==> src/rtl/add_1bit_bist.sv <==
// Built-in self test for a 1-bit adder: drives identical a,b to a golden and a netlist
// adder, compares their results vector by vector and reports mismatches.
module add_1bit_bist #(
  parameter int unsigned NUM_RANDOM = 500,
  parameter logic [15:0] LFSR_SEED  = 16'hACE1,
  parameter int unsigned CNT_W      = 16
) (
  input  logic             clk,
  input  logic             rst,
  input  logic             start,
  output logic             a,
  output logic             b,
  input  logic             c_golden,
  input  logic             c_netlist,
  output logic             busy,
  output logic             done,
  output logic             pass,
  output logic [CNT_W-1:0] mismatch_count,
  output logic [CNT_W-1:0] first_fail_idx
);

  localparam int unsigned      NUM_VEC  = 4 + NUM_RANDOM;
  localparam logic [CNT_W-1:0] LAST_IDX = CNT_W'(NUM_VEC - 1);
  localparam logic [CNT_W-1:0] DIR_LAST = CNT_W'(3);

  typedef enum logic [1:0] {IDLE, APPLY, CHECK, DONE} state_t;

  state_t           state;
  logic             launch;
  logic [15:0]      lfsr;
  logic [CNT_W-1:0] idx;

  logic [15:0]      lfsr_adv;
  logic [CNT_W-1:0] idx_nxt;
  logic             mismatch;

  // Fibonacci LFSR x^16+x^14+x^13+x^11+1, shifting toward bit 0
  assign lfsr_adv = {lfsr[0] ^ lfsr[2] ^ lfsr[3] ^ lfsr[5], lfsr[15:1]};
  assign idx_nxt  = idx + CNT_W'(1);
  assign mismatch = c_golden ^ c_netlist;

  // A start request first clears results (launch cycle), then vector 0 enters APPLY
  always_ff @(posedge clk or posedge rst) begin
    if (rst) begin
      state          <= IDLE;
      launch         <= 1'b0;
      a              <= 1'b0;
      b              <= 1'b0;
      busy           <= 1'b0;
      done           <= 1'b0;
      pass           <= 1'b0;
      mismatch_count <= '0;
      first_fail_idx <= '1;
      lfsr           <= LFSR_SEED;
      idx            <= '0;
    end else begin
      case (state)
        IDLE, DONE: begin
          if (launch) begin
            state  <= APPLY;
            launch <= 1'b0;
            busy   <= 1'b1;
            idx    <= '0;
            a      <= 1'b0;
            b      <= 1'b0;
          end else if (start) begin
            state          <= IDLE;
            launch         <= 1'b1;
            done           <= 1'b0;
            pass           <= 1'b0;
            mismatch_count <= '0;
            first_fail_idx <= '1;
            lfsr           <= LFSR_SEED;
          end
        end
        APPLY: state <= CHECK;
        CHECK: begin
          if (mismatch) begin
            mismatch_count <= mismatch_count + CNT_W'(1);
            if (mismatch_count == '0) first_fail_idx <= idx;
          end
          if (idx == LAST_IDX) begin
            state <= DONE;
            busy  <= 1'b0;
            done  <= 1'b1;
            pass  <= (mismatch_count == '0) && !mismatch;
          end else begin
            state <= APPLY;
            idx   <= idx_nxt;
            // directed vectors encode (a,b) directly in the index
            if (idx_nxt > DIR_LAST) begin
              lfsr <= lfsr_adv;
              a    <= lfsr_adv[0];
              b    <= lfsr_adv[1];
            end else begin
              a <= idx_nxt[0];
              b <= idx_nxt[1];
            end
          end
        end
        default: state <= IDLE;
      endcase
    end
  end

endmodule
==> config.mk <==
export PLATFORM = sky130hd
export DESIGN_NAME = add_1bit_bist
export DESIGN_NICKNAME = d
export VERILOG_FILES = /design/src/rtl/add_1bit_bist.sv
export SDC_FILE = /design/constraint.sdc
export NUM_CORES = 1
export LEC_CHECK = 0
export BUFFER_PORTS_ARGS = -buffer_cell sky130_fd_sc_hd__buf_2
export CORE_MARGIN = 2
export CORE_UTILIZATION = 58
export DETAILED_ROUTE_END_ITERATION = 10
export GPL_ROUTABILITY_DRIVEN = 0
export GPL_TIMING_DRIVEN = 0
export HOLD_SLACK_MARGIN = 0.03
export PLACE_DENSITY = 0.79
export REMOVE_ABC_BUFFERS = 1
export SYNTH_ARGS = -nofsm -noshare
export SYNTH_HDL_FRONTEND = slang
export SYNTH_SLANG_ARGS = --single-unit
==> constraint.sdc <==
create_clock -name clk -period 3 [get_ports clk]
set_clock_uncertainty 0.05 [all_clocks]
set_input_delay 0 -clock clk [delete_from_list [all_inputs] [get_ports clk]]
set_output_delay 0 -clock clk [all_outputs]
set_load 0.01 [all_outputs]
==> results.toml <==
[status]
status = "complete, no violations"

[hold_path]
hold_depth = 4
holdPathEnd = "mismatch_count[1]"
worstHoldStart = "c_netlist"
hp-class = "input port to flip-flop"

[cells_and_area]
fill_cells = 519
layout-drive-gt1-share_pct = 24.0
antennaDiodeCount = 0
instances_no_fill = 482
nets = 411
fin_util_pct = 65.5
syn2layout_area_growth_pct = 11.2
final_cell_mix = "dfrtp_1 (48), buf_2 (41), nand2_1 (36)"
layout_commonest_cell = "dfrtp_1"

[floorplan]
chipWidth_um = 83.9
die_h_um = 83.9
num_rows = 29
core_area_sq_um = 6280
die-area_sq_um = 7040
pin_count = 42
start_util_pct = 59.0

[global_routing]
gr-usage-all-layers_pct = 22.8
grt_max_degree = 73
grt_pass1_vias = 2675
grt_overflow = 0
grt_pass1_wl_um = 13000
antenna_found_initial = 0

[synth]
synth-edff-count = 0
avgSynthCellArea_sq_um = 10.0
synth_area_sq_um = 3700
yosys_register_bits = 72
synth_top_area_cell = "dfrtp_1"
yosysWarnings = 0
seq_area_frac_synth_pct = 49.5
synthCells = 370
async_reset_ff_share_pct = 100
yosysUniqueCellTypes = 51
synth-main-ff-cell = "dfrtp_1"
synth_top_area_share_pct = 32.5
ys_top_cells_by_area = "dfrtp_1 (32%), dfstp_2 (17%), o21ai_0 (4.1%)"

[clocking]
cts_tree = "built"
cts_setup_buffers = 0
cts_max_path_buffers = 2
cts_buffers = 9
cts_root_buf = "clkbuf_8"
htreeDepth = 3
cts.clk_slew.worst_paths_ns = 0.09
clock_sinks = 72
worstSkewPairLatency_ns = 0.35

[run]
drv_cap = 0

[sta]
finalCriticalPeriod_ns = 2.83
tightest_slew_ns = 0.918
finalSetupViolations = 0
rsz0062_at_grt = "no"
hold_violations = 0
timing.final.crit_share_pct = 94.2
final_max_slew_viol_count = 0
worst_slack_ns = 0.174
relSlewSlack_pct = 38.6
max_freq_mhz = 354

[power]
powerDensity_nw_per_um2 = 563
ir_drop_mv = 0.401
leakagePower_uw = 0.00182

[critical_path]
worst_ep_required_time_ns = 3.18
r2r_cells = 8
critical-path-max-stage-delay_ns = 0.55
critPathSlowestCell = "dfrtp_1"
path_class = "flip-flop to flip-flop"
crit_arrival_ns = 3.00
cp.buffers_inverters = 0
crit_family = "simple AND/OR/NAND/NOR gates"
timing.rr.end = "lfsr[3]"
ff2ff_setup_slack_ns = 0.17
r2r-start = "idx[0]"
crit_chain = "ha_1, and4_1, and3_4, and4b_1, o2111ai_2, or2_4, and2_4, a22o_1"
worstSetupStartpointType = "flip-flop"
path_max_fanout = 10
end_kind = "flip-flop"

[route]
num_vias = 2951
antenna_left = 0
dr.pass1.iters = 4
first_iter_violations = 304
wl_per_cell_um = 15.8
routed_wl_um = 7610
via_per_inst = 6.12
drc = 0

[place]
dpl.hpwl_um = 5010
numPortBuffers = 41
place_ws_ns = -0.274
place_inst = 462
==> routing by layer <==
| layer | part of all wire (%) | vias up | wire length, um | global-route usage (%) |
|---|---|---|---|---|
| met2 | 45 | 76 | 3410 | 33.0 |
| met5 | 0 | - | 0 | 0 |
| met4 | 2.0 | 0 | 156 | 8.36 |
| li1 | - | 1406 | - | - |
| met1 | 49 | 1456 | 3710 | 33.7 |
| met3 | 4.4 | 13 | 336 | 5.24 |
==> layout make-up <==
cell class	instances	area, sq um	share of cell area, %
clock inverters	6	60.1	1.46
multi-input cells	261	1710	41.5
flip-flops and latches	72	1830	44.5
inverters	11	43.8	1.06
well taps	77	96.3	2.34
repair buffers	45	245	5.96
clock buffers	10	128	3.10
==> report_power, final <==
part	total, uW	internal, uW	switching (uW)
registers	1220	1140	79.5
logic	357	175	182
clock network	743	380	363
==> sequential cells by signal, summed over array words and instances, names as in the netlist <==
name / flops
launch: 1
idx: 16
first_fail_idx: 16
pass: 1
mismatch_count: 16
b: 1
busy: 1
done: 1
lfsr: 16
state: 2
a: 1
==> worst max path at each step <==
| stage | startpoint | endpoint | slack [ns] | cells past startpoint |
|---|---|---|---|---|
| global route | idx[0] | lfsr[8] | 0.01 | 8 |
| floorplan | state[0] | first_fail_idx[3] | 0.45 | 6 |
| global placement | state[0] | first_fail_idx[4] | -0.20 | 6 |
| detailed placement | state[0] | first_fail_idx[9] | -0.27 | 6 |
| CTS | state[0] | first_fail_idx[9] | 0.13 | 6 |
| finish | idx[0] | lfsr[3] | 0.17 | 8 |
==> cells by family after synthesis <==
| logic type | synth area share [%] |
|---|---|
| compound gates | 18.0 |
| fa+ha+maj | 2.03 |
| xor+xnor | 4.26 |
| simple gates | 18.7 |
| flops | 49.5 |
| mux | 3.01 |
| buf+inv | 4.53 |
==> worst register-to-register path: stages, from the launching register on <==
cell       delay [ns]
dfrtp_1          0.55
ha_1             0.38
and4_1           0.39
and3_4           0.25
and4b_1          0.22
o2111ai_2        0.17
or2_4            0.29
and2_4           0.18
a22o_1           0.24
==> through the flow <==
stage	setup TNS [ns]	hold WS (ns)	cell area [sq um]	power, uW
6_report	0	0.144	4110	2320
5_1_grt	0	0.206	4110	2430
4_1_cts	0	0.136	4110	2330
3_5_place_dp	-1.83	0.191	3880	1590
3_3_place_gp	-1.37	0.242	3880	1570
2_1_floorplan	0	0.0846	3570	1440
==> synthesized netlist by cell type, types with 2 or more instances <==
library cell / instances
o2111ai_2: 2
xnor2_1: 5
a211oi_1: 2
dfrtp_1: 48
or3_1: 2
o21ai_0: 30
and2_1: 4
mux2i_1: 10
and3_1: 5
nor3_1: 7
o22a_1: 14
a21o_1: 5
dfstp_2: 24
clkbuf_1: 16
nand2_1: 36
o31ai_1: 9
nand4_1: 12
a31o_2: 2
and4_1: 6
nor2b_1: 2
or2_2: 4
o21ai_1: 2
nand3_1: 12
buf_4: 4
nor2_1: 23
ha_1: 6
a22o_1: 11
nand2b_1: 5
buf_2: 5
inv_1: 11
a21oi_1: 12
nor4_1: 3
xor2_1: 13
==> timing repair <==
item                                    CTS  global route
hold endpoints to repair                 53             0
hold buffers                              4             0
cloned                                    0             0
resized for setup                         1             1
endpoints found under the setup margin    7             7
(Power assumes the default switching activity.)
